[config.mk]
export PLATFORM = sky130hd
export DESIGN_NAME = tlb_maint_ctrl_flat
export DESIGN_NICKNAME = d
export VERILOG_FILES = /design/src/rtl/tlb_maint_pkg.sv /design/src/rtl/tlb_maint_ctrl_if.sv /design/src/rtl/tlb_rand_idx_gen.sv /design/src/rtl/tlb_maint_ctrl.sv /design/src/flat_wrapper.sv
export SDC_FILE = /design/constraint.sdc
export NUM_CORES = 1
export LEC_CHECK = 0
export ABC_AREA = 1
export ABC_CLOCK_PERIOD_IN_PS = 3900
export CAP_MARGIN = 20
export CORE_MARGIN = 1
export CORE_UTILIZATION = 48
export CTS_CLUSTER_SIZE = 30
export DETAILED_ROUTE_END_ITERATION = 7
export PLACE_DENSITY = 0.85
export SYNTH_ARGS = -nofsm -noshare
export SYNTH_HDL_FRONTEND = slang
export SYNTH_SLANG_ARGS = --single-unit
[constraint.sdc]
create_clock -name clk -period 3.9 [get_ports clk]
set_clock_uncertainty 0.2 [all_clocks]
set_input_delay 0.585 -clock clk [delete_from_list [all_inputs] [get_ports clk]]
set_output_delay 0.585 -clock clk [all_outputs]
set_load 0.05 [all_outputs]
[src/rtl/tlb_maint_pkg.sv]
// Shared types, constants and op-decode helpers for the TLB maintenance controller.
package tlb_maint_pkg;

  typedef enum logic [2:0] {
    TlbOpSrch = 3'd0,
    TlbOpRd   = 3'd1,
    TlbOpWr   = 3'd2,
    TlbOpFill = 3'd3,
    TlbOpInv  = 3'd4
  } TlbOpE;

  typedef enum logic [2:0] {
    StIdle,
    StIssue,
    StWait,
    StSettle,
    StResp
  } TlbMaintStateE;

  localparam logic [4:0]  INVTLB_OP_MAX = 5'd6;
  localparam logic [15:0] LFSR_SEED     = 16'hACE1;

  // Bit positions of the MMU enable vector.
  localparam int unsigned EnSrch = 0;
  localparam int unsigned EnRd   = 1;
  localparam int unsigned EnWr   = 2;
  localparam int unsigned EnFill = 3;
  localparam int unsigned EnInv  = 4;

  typedef struct packed {
    TlbOpE       op;
    logic [4:0]  inv_op;
    logic [9:0]  asid;
    logic [18:0] vpn;
  } TlbMaintReqSt;

  typedef struct packed {
    logic valid;
    logic found;
    logic ine;
  } TlbMaintRspSt;

  function automatic logic is_illegal_inv(TlbMaintReqSt req);
    return (req.op == TlbOpInv) && (req.inv_op > INVTLB_OP_MAX);
  endfunction

  function automatic logic [4:0] op_enable_mask(TlbMaintReqSt req);
    logic [4:0] mask;
    mask = '0;
    case (req.op)
      TlbOpSrch: mask[EnSrch] = 1'b1;
      TlbOpRd:   mask[EnRd]   = 1'b1;
      TlbOpWr:   mask[EnWr]   = 1'b1;
      TlbOpFill: mask[EnFill] = 1'b1;
      TlbOpInv:  mask[EnInv]  = !is_illegal_inv(req);
      default:   mask = '0;
    endcase
    return mask;
  endfunction

  // Ops that change TLB contents and therefore must stall translation.
  function automatic logic op_blocks(TlbMaintReqSt req);
    return (req.op inside {TlbOpWr, TlbOpFill}) ||
           ((req.op == TlbOpInv) && !is_illegal_inv(req));
  endfunction

endpackage

[src/rtl/tlb_maint_ctrl_if.sv]
// Request/response handshake between commit/CSR and the TLB maintenance controller.
interface tlb_maint_ctrl_if #(
  parameter int unsigned TLB_ENTRY_NUM = 32
);
  localparam int unsigned IDX_W = $clog2(TLB_ENTRY_NUM);

  logic             req_valid;
  logic             req_ready;
  logic [2:0]       req_op;
  logic [4:0]       req_inv_op;
  logic [9:0]       req_asid;
  logic [18:0]      req_vpn;
  logic             rsp_valid;
  logic             rsp_ready;
  logic             rsp_found;
  logic [IDX_W-1:0] rsp_idx;
  logic             rsp_ine;

  modport master (
    output req_valid, req_op, req_inv_op, req_asid, req_vpn, rsp_ready,
    input  req_ready, rsp_valid, rsp_found, rsp_idx, rsp_ine
  );

  modport slave (
    input  req_valid, req_op, req_inv_op, req_asid, req_vpn, rsp_ready,
    output req_ready, rsp_valid, rsp_found, rsp_idx, rsp_ine
  );

endinterface

[src/rtl/tlb_rand_idx_gen.sv]
// TLBFILL victim index source, advancing every cycle regardless of controller state.
// Define TLB_MAINT_LFSR_EN for a 16-bit LFSR; otherwise a wrapping counter is used.
module tlb_rand_idx_gen
  import tlb_maint_pkg::*;
#(
  parameter int unsigned TLB_ENTRY_NUM = 32,
  localparam int unsigned IDX_W = $clog2(TLB_ENTRY_NUM)
) (
  input  logic             clk,
  input  logic             rst_n,
  output logic [IDX_W-1:0] idx_o
);

`ifdef TLB_MAINT_LFSR_EN
  logic [15:0] lfsr_q, lfsr_d;

  // Fibonacci form, taps 16,14,13,11.
  always_comb begin
    lfsr_d = {lfsr_q[14:0], lfsr_q[15] ^ lfsr_q[13] ^ lfsr_q[12] ^ lfsr_q[10]};
  end

  always_ff @(posedge clk or negedge rst_n) begin
    if (!rst_n) begin
      lfsr_q <= LFSR_SEED;
    end else begin
      lfsr_q <= lfsr_d;
    end
  end

  assign idx_o = lfsr_q[IDX_W-1:0];
`else
  logic [IDX_W-1:0] cnt_q, cnt_d;

  always_comb begin
    cnt_d = cnt_q + IDX_W'(1);
    if (cnt_q == IDX_W'(TLB_ENTRY_NUM - 1)) begin
      cnt_d = '0;
    end
  end

  always_ff @(posedge clk or negedge rst_n) begin
    if (!rst_n) begin
      cnt_q <= '0;
    end else begin
      cnt_q <= cnt_d;
    end
  end

  assign idx_o = cnt_q;
`endif

endmodule

[src/rtl/tlb_maint_ctrl.sv]
// Sequences TLB maintenance ops into single-cycle MMU enables and returns one result per op.
// TLB_MAINT_LFSR_EN selects the LFSR victim-index source in tlb_rand_idx_gen.
module tlb_maint_ctrl
  import tlb_maint_pkg::*;
#(
  parameter int unsigned TLB_ENTRY_NUM = 32,
  parameter int unsigned SETTLE_CYCLES = 2,
  localparam int unsigned IDX_W = $clog2(TLB_ENTRY_NUM)
) (
  input  logic             clk,
  input  logic             rst_n,
  tlb_maint_ctrl_if.slave  bus,
  output logic             tlbsrch_en_o,
  output logic             tlbrd_en_o,
  output logic             tlbwr_en_o,
  output logic             tlbfill_en_o,
  output logic             invtlb_en_o,
  output logic [IDX_W-1:0] rand_idx_o,
  output logic [4:0]       invtlb_op_o,
  output logic [9:0]       invtlb_asid_o,
  output logic [18:0]      invtlb_vpn_o,
  input  logic             tlbsrch_found_i,
  input  logic [IDX_W-1:0] tlbsrch_idx_i,
  output logic             trans_block_o
);

  localparam logic [3:0] SettleInit = 4'(SETTLE_CYCLES);

  TlbMaintStateE    state_q, state_d;
  TlbMaintReqSt     req_q, req_d;
  TlbMaintRspSt     rsp_q, rsp_d;
  logic [IDX_W-1:0] rsp_idx_q, rsp_idx_d;
  logic [3:0]       cnt_q, cnt_d;
  logic [4:0]       en_q, en_d;
  logic             block_q, block_d;

  always_comb begin
    state_d   = state_q;
    req_d     = req_q;
    rsp_d     = rsp_q;
    rsp_idx_d = rsp_idx_q;
    cnt_d     = cnt_q;
    en_d      = '0;
    block_d   = 1'b0;

    unique case (state_q)
      StIdle: begin
        if (bus.req_valid) begin
          req_d.op     = TlbOpE'(bus.req_op);
          req_d.inv_op = bus.req_inv_op;
          req_d.asid   = bus.req_asid;
          req_d.vpn    = bus.req_vpn;
          rsp_d        = '0;
          rsp_idx_d    = '0;
          // Enables and blocking are registered from next-state, so decode the incoming op.
          en_d         = op_enable_mask(req_d);
          block_d      = op_blocks(req_d);
          state_d      = StIssue;
        end
      end
      StIssue: begin
        if (op_blocks(req_q)) begin
          cnt_d   = SettleInit;
          block_d = 1'b1;
          state_d = StSettle;
        end else if (req_q.op inside {TlbOpSrch, TlbOpRd}) begin
          state_d = StWait;
        end else begin
          // Illegal INVTLB (or undefined op): answer without touching the MMU.
          rsp_d.ine = (req_q.op == TlbOpInv);
          state_d   = StResp;
        end
      end
      StWait: begin
        if (req_q.op == TlbOpSrch) begin
          rsp_d.found = tlbsrch_found_i;
          rsp_idx_d   = tlbsrch_idx_i;
        end
        state_d = StResp;
      end
      StSettle: begin
        if (cnt_q == 4'd0) begin
          state_d = StResp;
        end else begin
          cnt_d   = cnt_q - 4'd1;
          // Translation resumes for the final settle cycle.
          block_d = (cnt_d != 4'd0);
        end
      end
      StResp: begin
        if (bus.rsp_ready) begin
          state_d = StIdle;
        end
      end
      default: state_d = StIdle;
    endcase

    rsp_d.valid = (state_d == StResp);
  end

  always_ff @(posedge clk or negedge rst_n) begin
    if (!rst_n) begin
      state_q   <= StIdle;
      req_q     <= '0;
      rsp_q     <= '0;
      rsp_idx_q <= '0;
      cnt_q     <= '0;
      en_q      <= '0;
      block_q   <= 1'b0;
    end else begin
      state_q   <= state_d;
      req_q     <= req_d;
      rsp_q     <= rsp_d;
      rsp_idx_q <= rsp_idx_d;
      cnt_q     <= cnt_d;
      en_q      <= en_d;
      block_q   <= block_d;
    end
  end

  tlb_rand_idx_gen #(
    .TLB_ENTRY_NUM(TLB_ENTRY_NUM)
  ) u_rand_idx_gen (
    .clk  (clk),
    .rst_n(rst_n),
    .idx_o(rand_idx_o)
  );

  assign bus.req_ready = (state_q == StIdle);
  assign bus.rsp_valid = rsp_q.valid;
  assign bus.rsp_found = rsp_q.found;
  assign bus.rsp_ine   = rsp_q.ine;
  assign bus.rsp_idx   = rsp_idx_q;

  assign tlbsrch_en_o  = en_q[EnSrch];
  assign tlbrd_en_o    = en_q[EnRd];
  assign tlbwr_en_o    = en_q[EnWr];
  assign tlbfill_en_o  = en_q[EnFill];
  assign invtlb_en_o   = en_q[EnInv];

  assign invtlb_op_o   = req_q.inv_op;
  assign invtlb_asid_o = req_q.asid;
  assign invtlb_vpn_o  = req_q.vpn;
  assign trans_block_o = block_q;

  en_onehot_a : assert property (@(posedge clk) disable iff (!rst_n) $onehot0(en_q));

  rsp_hold_a : assert property (@(posedge clk) disable iff (!rst_n)
    (rsp_q.valid && !bus.rsp_ready) |=> (rsp_q.valid && $stable(rsp_q) && $stable(rsp_idx_q)));

endmodule

[src/flat_wrapper.sv]
// flat-port wrapper written by rule: the top's interface ports become plain ports
module tlb_maint_ctrl_flat import tlb_maint_pkg::*;
#(
  parameter int unsigned TLB_ENTRY_NUM = 32,
  parameter int unsigned SETTLE_CYCLES = 2,
  localparam int unsigned IDX_W = $clog2(TLB_ENTRY_NUM)
)
  (clk, rst_n, tlbsrch_en_o, tlbrd_en_o, tlbwr_en_o, tlbfill_en_o, invtlb_en_o, rand_idx_o, invtlb_op_o, invtlb_asid_o, invtlb_vpn_o, tlbsrch_found_i, tlbsrch_idx_i, trans_block_o, bus_req_valid, bus_req_op, bus_req_inv_op, bus_req_asid, bus_req_vpn, bus_rsp_ready, bus_req_ready, bus_rsp_valid, bus_rsp_found, bus_rsp_idx, bus_rsp_ine);
  tlb_maint_ctrl_if #(.TLB_ENTRY_NUM(TLB_ENTRY_NUM)) bus_i ();
  input  logic clk;
  input  logic rst_n;
  output logic tlbsrch_en_o;
  output logic tlbrd_en_o;
  output logic tlbwr_en_o;
  output logic tlbfill_en_o;
  output logic invtlb_en_o;
  output logic [IDX_W-1:0] rand_idx_o;
  output logic [4:0] invtlb_op_o;
  output logic [9:0] invtlb_asid_o;
  output logic [18:0] invtlb_vpn_o;
  input  logic tlbsrch_found_i;
  input  logic [IDX_W-1:0] tlbsrch_idx_i;
  output logic trans_block_o;
  input wire logic [$bits(bus_i.req_valid)-1:0] bus_req_valid;
  input wire logic [$bits(bus_i.req_op)-1:0] bus_req_op;
  input wire logic [$bits(bus_i.req_inv_op)-1:0] bus_req_inv_op;
  input wire logic [$bits(bus_i.req_asid)-1:0] bus_req_asid;
  input wire logic [$bits(bus_i.req_vpn)-1:0] bus_req_vpn;
  input wire logic [$bits(bus_i.rsp_ready)-1:0] bus_rsp_ready;
  output wire logic [$bits(bus_i.req_ready)-1:0] bus_req_ready;
  output wire logic [$bits(bus_i.rsp_valid)-1:0] bus_rsp_valid;
  output wire logic [$bits(bus_i.rsp_found)-1:0] bus_rsp_found;
  output wire logic [$bits(bus_i.rsp_idx)-1:0] bus_rsp_idx;
  output wire logic [$bits(bus_i.rsp_ine)-1:0] bus_rsp_ine;
  assign bus_i.req_valid = bus_req_valid;
  assign bus_i.req_op = bus_req_op;
  assign bus_i.req_inv_op = bus_req_inv_op;
  assign bus_i.req_asid = bus_req_asid;
  assign bus_i.req_vpn = bus_req_vpn;
  assign bus_i.rsp_ready = bus_rsp_ready;
  assign bus_req_ready = bus_i.req_ready;
  assign bus_rsp_valid = bus_i.rsp_valid;
  assign bus_rsp_found = bus_i.rsp_found;
  assign bus_rsp_idx = bus_i.rsp_idx;
  assign bus_rsp_ine = bus_i.rsp_ine;
  tlb_maint_ctrl #(.TLB_ENTRY_NUM(TLB_ENTRY_NUM), .SETTLE_CYCLES(SETTLE_CYCLES)) u_core (.clk(clk), .rst_n(rst_n), .bus(bus_i), .tlbsrch_en_o(tlbsrch_en_o), .tlbrd_en_o(tlbrd_en_o), .tlbwr_en_o(tlbwr_en_o), .tlbfill_en_o(tlbfill_en_o), .invtlb_en_o(invtlb_en_o), .rand_idx_o(rand_idx_o), .invtlb_op_o(invtlb_op_o), .invtlb_asid_o(invtlb_asid_o), .invtlb_vpn_o(invtlb_vpn_o), .tlbsrch_found_i(tlbsrch_found_i), .tlbsrch_idx_i(tlbsrch_idx_i), .trans_block_o(trans_block_o));
endmodule
==> run metrics, run 1 <==
status complete, no violations; most numerous cell in the Yosys netlist nand2_1; Starting Density 51.0%; cell at the slowest stage of the critical path clkdlybuf4s50_1; Worst VDD drop approximately 0.51 mV; Period Utilization, post-route 67.7%; Syn-to-layout area delta 34.1%; Post-route DRC 0; die width 79.4 um; clock-pin slew on the worst setup and hold paths 0.06 ns; Port Buffers 100; synth cell count leaders nand2_1 (134), dfrtp_1 (63), buf_4 (37); Mapped Nets ~380; fill count 440; Slew HR between 40% and 50%; initial antenna violation count 0; first-pass GRT wire length 10.1 mm; Post-CTS Repair Setup Buffers 0; post-synthesis cell type count 26; ratio of cells with drive above 1 in the final layout about 7%; Post-synth ARST share 100%; CTS Buffer Depth 2; unrepaired setup endpoints after global routing false; CP Max Fanout 4; Post-synth EDFFs 0; Post-DRT Antenna Nets 0; H-tree levels 3; post-cts repair resize count 0; total CTS buffers 9; number of hold buffers added after cts 0; largest net degree at the start of global routing 51; Pwr Density 861 nW/um2; io pins 101; arrival time at the worst endpoint 1.85 ns; cells along the critical path nor3_2 > clkdlybuf4s50_1; GRT Overall Usage 21.1%; Syn Std Cell Area 2880 um2; final hold violation count 0; Site Rows 27; Main synth FF type dfrtp_1; vias in the first global route 2219; Highest Clock Rate around 380 MHz; Congestion Overflow GR 0; share of the yosys chip area belonging to registers 54.8%; Critical Path Start Type register; clock latency on the worst-skew pair roughly 0.33 ns; worst reg-to-reg path cell count 5; hold_ws ~0.15 ns; n_diodes 0; DR vias between 2000 and 2500; Initial DRC Count 114; worst reg2reg endpoint u_core.en_q[1]; WL per Instance 13.2 um; full die area between 6000 and 7000 um2; Crit Path Class reg2out; crit-path max cell delay approximately 0.84 ns; Critical Path RT 3.12 ns; # setup viols final 0; Tmin final 2.64 ns; Reg area 1580 um2; Top Family by Delay on Critical Path buffers and inverters; Multi-input gate area about 940 um2; hold crit path type in2async; Die Height between 70 and 80 um; vias per cell roughly 5; post-synthesis cell count 324; CTS root buf clkbuf_8; worst reg2reg startpoint u_core.state_q[0]; worst-margin pin slew between 0.8 and 0.9 ns; placeable core area 5640 um2; Area contributors post-synth dfrtp_1 (55%), nand2_1 (17%), buf_4 (9.7%), nand3_1 (4.7%), ha_1 (1.7%); number of buffers and inverters on the critical path 1; Final nets ~450; maxcap violations 0; Worst R2R Setup Slack a little over 2 ns; Avg Cell Area, Syn ~8.9 um2; Yosys reg bits 63; share of the synthesized area in the top cell type 54.8%; DP HPWL 4.39 mm; WL final 6.17 mm; CP endpoint kind primary output; Placer Congestion 0.746; TritonCTS clock tree built; first drt pass iteration count 4; CTS Sinks 63; leakage power 1.89 nW; Total Power approximately 3.3 mW; Setup TNS 0 ns; post-synth top area cell dfrtp_1; final core utilization 68.4%; Yosys warnings 0; Final Max Tran Viols 0
[through the flow]
stage          instance area (um2)  worst slack (ns)  std cells
2_1_floorplan                 2880              1.85        324
3_3_place_gp                  3670              1.62        455
3_5_place_dp                  3670              1.60        455
4_1_cts                       3860              1.24        469
5_1_grt                       3860              1.22        469
6_report                      3860              1.26        469
[layer usage]
layer	track usage (%)	vias up	wire length, um
met5	0	-	0
met4	7.64	0	59
met3	5.26	9	430
li1	-	1123	-
met2	34.5	93	2890
met1	27.3	1059	2780
[where the power goes]
group | switching (mW) | internal, mW
Sequential | 0.162 | 0.898
Clock | 0.225 | 0.294
Combinational | 1.19 | 0.555
[worst max path at each step]
stage / startpoint / end / cells past startpoint / slack (ns)
after floorplan: u_core.state_q[0] / u_core.bus.rsp_found / 6 / 1.85
after global placement: u_core.state_q[0] / bus_req_ready / 2 / 1.62
after detailed placement: u_core.state_q[0] / bus_req_ready / 2 / 1.60
after CTS: u_core.state_q[0] / bus_req_ready / 2 / 1.24
after global routing: u_core.state_q[0] / bus_req_ready / 2 / 1.22
final: u_core.state_q[0] / bus_req_ready / 2 / 1.26
[layout make-up]
type | count | area share (%)
flip-flops and latches | 63 | 40.9
clock buffers | 14 | 4.74
multi-input cells | 204 | 24.5
repair buffers | 102 | 26.2
well taps | 72 | 2.34
inverters | 14 | 1.36
[registers in the layout, summed over array words and instances, names as in the netlist]
name	cells
u_core.u_rand_idx_gen.idx_o	5
u_core.trans_block_o	1
u_core.en_q	5
u_core.state_q	3
u_core.invtlb_vpn_o	19
u_core.bus.rsp_idx	5
u_core.bus.rsp_valid	1
u_core.invtlb_op_o	5
u_core.req_q	3
u_core.bus.rsp_found	1
u_core.cnt_q	4
u_core.bus.rsp_ine	1
u_core.invtlb_asid_o	10
[cells in the final DEF (no fill, tap or decap), types with 2 or more instances in the layout]
cell type | synthesis | routed
a21oi_1 | 2 | 2
inv_1 | 11 | 11
inv_2 | 3 | 3
nand2_1 | 134 | 134
ha_1 | 4 | 4
nand2_2 | 2 | 2
nand3_1 | 27 | 27
nor3_1 | 4 | 4
clkbuf_8 | 0 | 13
dfrtp_1 | 63 | 63
nor3_4 | 2 | 2
o21ai_0 | 4 | 4
buf_4 | 37 | 2
nor2_1 | 12 | 12
clkdlybuf4s50_1 | 0 | 99
xor2_1 | 2 | 2
nor4_2 | 2 | 2
[cell families (layout without fill, tap and decap cells)]
family / after synthesis / count (layout) / share of synthesized area (%)
compound gates: 8 / 8 / 1.52
xor+xnor: 2 / 2 / 0.609
fa+ha+maj: 4 / 4 / 1.74
flops: 63 / 63 / 54.8
buf+inv: 57 / 130 / 12.4
simple gates: 190 / 190 / 28.9
Note: power is estimated with default switching activity, not from simulation.
==> run 2: changes to the inputs <==
Settings changed: ABC_CLOCK_PERIOD_IN_PS 3900 to 2500, CORE_UTILIZATION 48 to 45, PLACE_DENSITY 0.85 to 0.8.
Clock period 3.9 ns to 2.5 ns, I/O delays scaled along.
==> run 2 against run 1 <==
Clock-buffer cell count shrank 4. Flip-flop and latch count is the same. First-iteration DRC count shrank 20%. Final area grew 3.0%. Final cell count grew 1.9%. Utilization shrank 2.5 points. Sequential power grew 55%.
==> run metrics, run 2 (synthesized netlist as in run 1, its figures left out) <==
hold crit path type reg2reg; Post-CTS Repair Setup Buffers 0; CTS Sinks 63; Pwr Density about 1400 nW/um2; Global Route met1 Usage 25.0%; Crit Path Class reg2out; Initial DRC Count 91; cell at the slowest stage of the critical path clkdlybuf4s50_1; Slew HR 64.3%; WL per Instance approximately 13 um; Post-DRT Antenna Nets 0; number of buffers and inverters on the critical path 1; Critical Path Start Type register; Port Buffers 100; clock power share 19.5%; GRT Overall Usage 20.0%; Critical Path RT 1.92 ns; Worst Min Path Start u_core.invtlb_asid_o[0]; crit path from u_core.u_rand_idx_gen.idx_o[0]; WL final 6.24 mm; Final nets 449; final hold violation count 0; Reg power frac 30.0%; DP HPWL about 4.5 mm; DR vias around 2300; CTS Buffer Depth 2; ratio of cells with drive above 1 in the final layout 8.44%; Congestion Overflow GR 0; met2 Track Usage GR 32.3%; leakage power 1.95 nW; combinational power share 50.4%; largest net degree at the start of global routing 43; max reg flops 19; Sw Ratio 45.6%; Finished Layout Cells 478; busiest grt layer met2; first-pass GRT wire length 9.98 mm; CTS root buf clkbuf_8; Setup TNS 0 ns; worst reg2reg startpoint u_core.state_q[0]; commonest non-fill, non-tap cells in the layout nand2_1 (134), clkdlybuf4s50_1 (98), dfrtp_1 (63); Starting Density between 40% and 50%; Final Max Tran Viols 0; clock-pin slew on the worst setup and hold paths 0.07 ns; Tmin final 2.13 ns; TritonCTS clock tree built; first drt pass iteration count 5; Total Power 5.46 mW; clock latency on the worst-skew pair 0.32 ns; initial antenna violation count 0; status complete, no violations; Die Height ~82 um; arrival time at the worst endpoint 1.55 ns; Reg area 1580 um2; CP Max Fanout 4; vias per cell 4.77; Highest Clock Rate approximately 470 MHz; Placer Congestion 0.789; reported net switching power about 2.5 mW; total CTS buffers 9; maxcap violations 0; Top Family by Delay on Critical Path buffers and inverters; final worst slack ~0.37 ns; die width 82.0 um; Pint 2.97 mW; CP endpoint kind primary output; full die area 6720 um2; Period Utilization, post-route between 80 and 90%; most common cell after layout, fill and taps aside nand2_1; cell area after layout ~4000 um2; fill count 491; Post-Place Cells 461; Site Rows 28; Syn-to-layout area delta 38.0%; # setup viols final 0; crit-path max cell delay 0.83 ns; io pins 101; dpl cell area 3710 um2; GR Util met3 4.67%; Multi-input gate area 943 um2; vias in the first global route 2204; cells along the critical path clkdlybuf4s50_1; pre-CTS WS approximately 0.38 ns; n_diodes 0; unrepaired setup endpoints after global routing false; worst-margin pin slew 0.534 ns; Post-route DRC 0; Worst VDD drop roughly 0.84 mV; H-tree levels 3; placeable core area 6030 um2
[run 2: final cells by class]
type	instances	share of cell area, %
Tap cell	75	2.36
Clock buffer	10	3.47
Inverter	14	1.32
Clock inverter	6	2.71
Timing Repair Buffer	106	26.7
Multi-Input combinational cell	204	23.8
Sequential cell	63	39.7
[run 2: what timing repair did]
item / CTS / global route
endpoints found under the setup margin: 0 / 1
endpoints found under the hold margin: 21 / 0
hold buffers: 1 / 0
gates resized for setup: 0 / 1
[run 2: worst reg2reg max path: stages (launching register included)]
cell and delay [ns]:
dfrtp_1 0.45, nor3_2 0.27, nand2_2 0.10, inv_2 0.34
nand2_1 0.21, nor3_1 0.17
[run 2: power groups by stage]
stage | Clock, mW | Sequential (mW) | Combinational, mW
after floorplan | 0 | 1.78 | 2.08
after global placement | 0 | 1.64 | 2.73
after detailed placement | 0 | 1.66 | 2.77
after CTS | 1.10 | 1.64 | 2.78
after global routing | 1.15 | 1.69 | 2.96
final | 1.07 | 1.64 | 2.76
[run 2: metal layers]
metal | vias to the layer above | share of wire, %
met1 | 1075 | 44
li1 | 1136 | -
met4 | 0 | 0.61
met2 | 64 | 49
met3 | 4 | 6.3
met5 | - | 0
[run 2: worst paths after layout]
check                                            endpoint  slack [ns]  cells past startpoint
setup / recovery                            rand_idx_o[0]        0.37                      1
hold / removal                    u_core.invtlb_asid_o[0]        0.28                      2
setup reg to reg                           u_core.en_q[3]        0.69                      5
hold reg to reg                   u_core.invtlb_asid_o[0]        0.28                      2
max in group asynchronous         u_core.invtlb_asid_o[5]        1.13                      3
min in group asynchronous  u_core.u_rand_idx_gen.idx_o[4]        0.36                      2
[run 2: stage by stage]
stage / util [%] / hold slack (ns)
finish: 65.9 / 0.281
global placement: 61.6 / 0.179
detailed placement: 61.6 / 0.182
floorplan: - / -0.121
CTS: 65.8 / 0.283
global route: 65.9 / 0.304
==> edit: new RTL, settings of run 2 <==
Take the reset off `en_q` and load it in a clocked block of its own.
--- a/src/rtl/tlb_maint_ctrl.sv
+++ b/src/rtl/tlb_maint_ctrl.sv
@@ -105,7 +105,6 @@
       rsp_q     <= '0;
       rsp_idx_q <= '0;
       cnt_q     <= '0;
-      en_q      <= '0;
       block_q   <= 1'b0;
     end else begin
       state_q   <= state_d;
@@ -113,9 +112,12 @@
       rsp_q     <= rsp_d;
       rsp_idx_q <= rsp_idx_d;
       cnt_q     <= cnt_d;
-      en_q      <= en_d;
       block_q   <= block_d;
     end
+  end
+
+  always_ff @(posedge clk) begin
+    en_q <= en_d;
   end
 
   tlb_rand_idx_gen #(
Formal check against the unedited RTL: not equivalent (a bounded check fails within 4 cycles, from zero or initial values and one cycle with rst_n low).
==> edit against run 2 <==
  * Design area shrank 1.2%
  * Routed wire length shrank 7.2%
  * Area after synthesis grew 1.8%
  * Critical path depth is the same
  * Fmax shrank 0.92%
  * Setup slack lost 0.020 ns
  * Sequential cell count is the same
  * Count of clock-buffer cells in the layout grew 2
  * Global-route usage shrank 2.6 points
  * Total power shrank 3.8%
==> edit: results (changes against run 2) <==
outcome = finished, final reports clean
All-Layer GR Usage = 0.174 (-0.0261)
Fillers = 529 (+7.7%)
sequential fraction of the synthesis area = 0.530 (-0.0181)
DP Wirelength = 4.08 mm (-9.1%)
largest net degree at the start of global routing = 47 (+9.3%)
top routing layer used = met4
critical path's top delay family = buffers and inverters
Antenna Cells = 0 (unchanged)
1st-pass router iterations = 4 (-1)
P_leak = 0.00192 uW (-1.5%)
WL per Instance = 12.1 um (-7.2%)
met2 WL = 2.91 mm (-5.3%)
Cell variety after synth = 31 (+19%)
Synth top cells by count = nand2_1, dfrtp_1, buf_4, nand3_1, inv_1
M1 WL = 2.40 mm (-12%)
first-pass GRT wire length = 8.76 mm (-12%)
vias in the first global route = 2021 (-8.3%)
gp weighted congestion = 0.762 (-3.4%)
clock root buffer = clkbuf_8
type of the worst min-delay path = reg -> reg
top cells by area, synth = dfrtp_1, nand2_1, buf_4
Worst IR Drop VDD = 0.755 mV (-11%)
met3 wire len = 424 um (+7.1%)
1st-iter DRT viols = 70 (-23%)
I/O Buffers = 100 (unchanged)
crit path max-delay cell type = clkdlybuf4s50_1
Inserted Clock Buffers = 9 (unchanged)
crit path DAT = 1.57 ns (+0.02 ns)
deepest clock path buffer count = 2 (unchanged)
postcts setup bufs = 0 (unchanged)
Post-Synthesis Net Count = 375 (unchanged)
Critical Path Max Stage Delay = 0.83 ns (about the same)
max FFs per register = 19 (unchanged)
YS warnings = 0 (unchanged)
CP max FO = 4 (unchanged)
Worst-Skew Late Latency = 0.33 ns
antenna violations before repair = 0 (unchanged)
fraction of layout cells with a size suffix above 1 = 0.0873 (+0.00291)
Hold Crit Depth = 2 (unchanged)
ys async rst share = 0.921 (-0.0794)
Synth top area share = 0.496 (-0.0523)
H-tree levels = 3 (unchanged)
Final Net Count = 447 (-0.45%)
vias per cell = 4.70 (-1.5%)
R2R depth = 7 (+2)
Clock transition at path regs = 0.06 ns
Rel. slew slack = 0.567 (-0.0760)
[edit: cell types whose count changed after synthesis, moves of 3 or more]
| cell | before | now |
|---|---|---|
| nor2_4 | 0 | 3 |
| o21ai_0 | 4 | 0 |
| nand2_1 | 134 | 129 |
| dfrtp_1 | 63 | 58 |
| dfxtp_1 | 0 | 5 |
| clkbuf_1 | 3 | 0 |
| clkbuf_8 | 0 | 3 |
[edit: cells by family after synthesis]
logic type | count (synthesis) | synth area share
fa+ha+maj | 4 | 0.0171
buf+inv | 61 | 0.143
flops | 63 | 0.530
compound gates | 8 | 0.0167
simple gates | 186 | 0.288
xor+xnor | 2 | 0.00598
[edit: metal layers]
metal | up-vias | track usage
li1 | 1112 | -
met1 | 1064 | 0.192
met2 | 62 | 0.307
met3 | 7 | 0.0626
met4 | 0 | 0.0621
met5 | - | 0
[edit: worst min-delay path, stage by stage (launching register included)]
cell     delay [ns]
dfrtp_1        0.34
nand2_1        0.05
nand2_1        0.05
[edit: power breakdown]
| part | internal [uW] | leakage (uW) | switching (uW) |
|---|---|---|---|
| clock | 483 | 0.000100 | 356 |
| combinational | 893 | 0.00105 | 1890 |
| sequential | 1400 | 0.000769 | 235 |
[edit: through the flow]
step                      setup slack [ns]  power, uW  cells   util  area, um^2
final                                0.352       5250    478  0.621        3920
after global routing                 0.310       5570    478  0.621        3920
after CTS                           0.0554       5320    478  0.621        3920
after detailed placement             0.419       4450    461  0.589        3720
after global placement               0.429       4400    461  0.589        3720
after floorplan                      0.804       3970    324      -        2930
[edit: what timing repair did]
item,4_1_cts,5_1_grt
setup endpoints to repair,0,1
hold buffers,1,0
hold endpoints to repair,26,0
resized for setup,0,1
[edit: final cells by class]
class / instances / share of cell area
clock buffers: 12 / 0.0370
flip-flops and latches: 63 / 0.396
repair buffers: 103 / 0.267
inverters: 19 / 0.0195
well taps: 77 / 0.0246
clock inverters: 4 / 0.0115
multi-input cells: 200 / 0.244
[edit: path summary, 6_finish.rpt]
check	startpoint	endpoint	slack [ns]
max reg2reg	u_core.state_q[2]$_DFF_PN0_	u_core.bus.rsp_idx[1]$_DFFE_PN0P_	0.84
max	u_core.u_rand_idx_gen.idx_o[0]$_DFF_PN0_	rand_idx_o[0]	0.35
max in group asynchronous	rst_n	u_core.invtlb_op_o[2]$_DFFE_PN0P_	1.08
min reg2reg	u_core.invtlb_vpn_o[4]$_DFFE_PN0P_	u_core.invtlb_vpn_o[4]$_DFFE_PN0P_	0.27
min	u_core.invtlb_vpn_o[4]$_DFFE_PN0P_	u_core.invtlb_vpn_o[4]$_DFFE_PN0P_	0.27
min in group asynchronous	rst_n	u_core.invtlb_vpn_o[0]$_DFFE_PN0P_	0.42
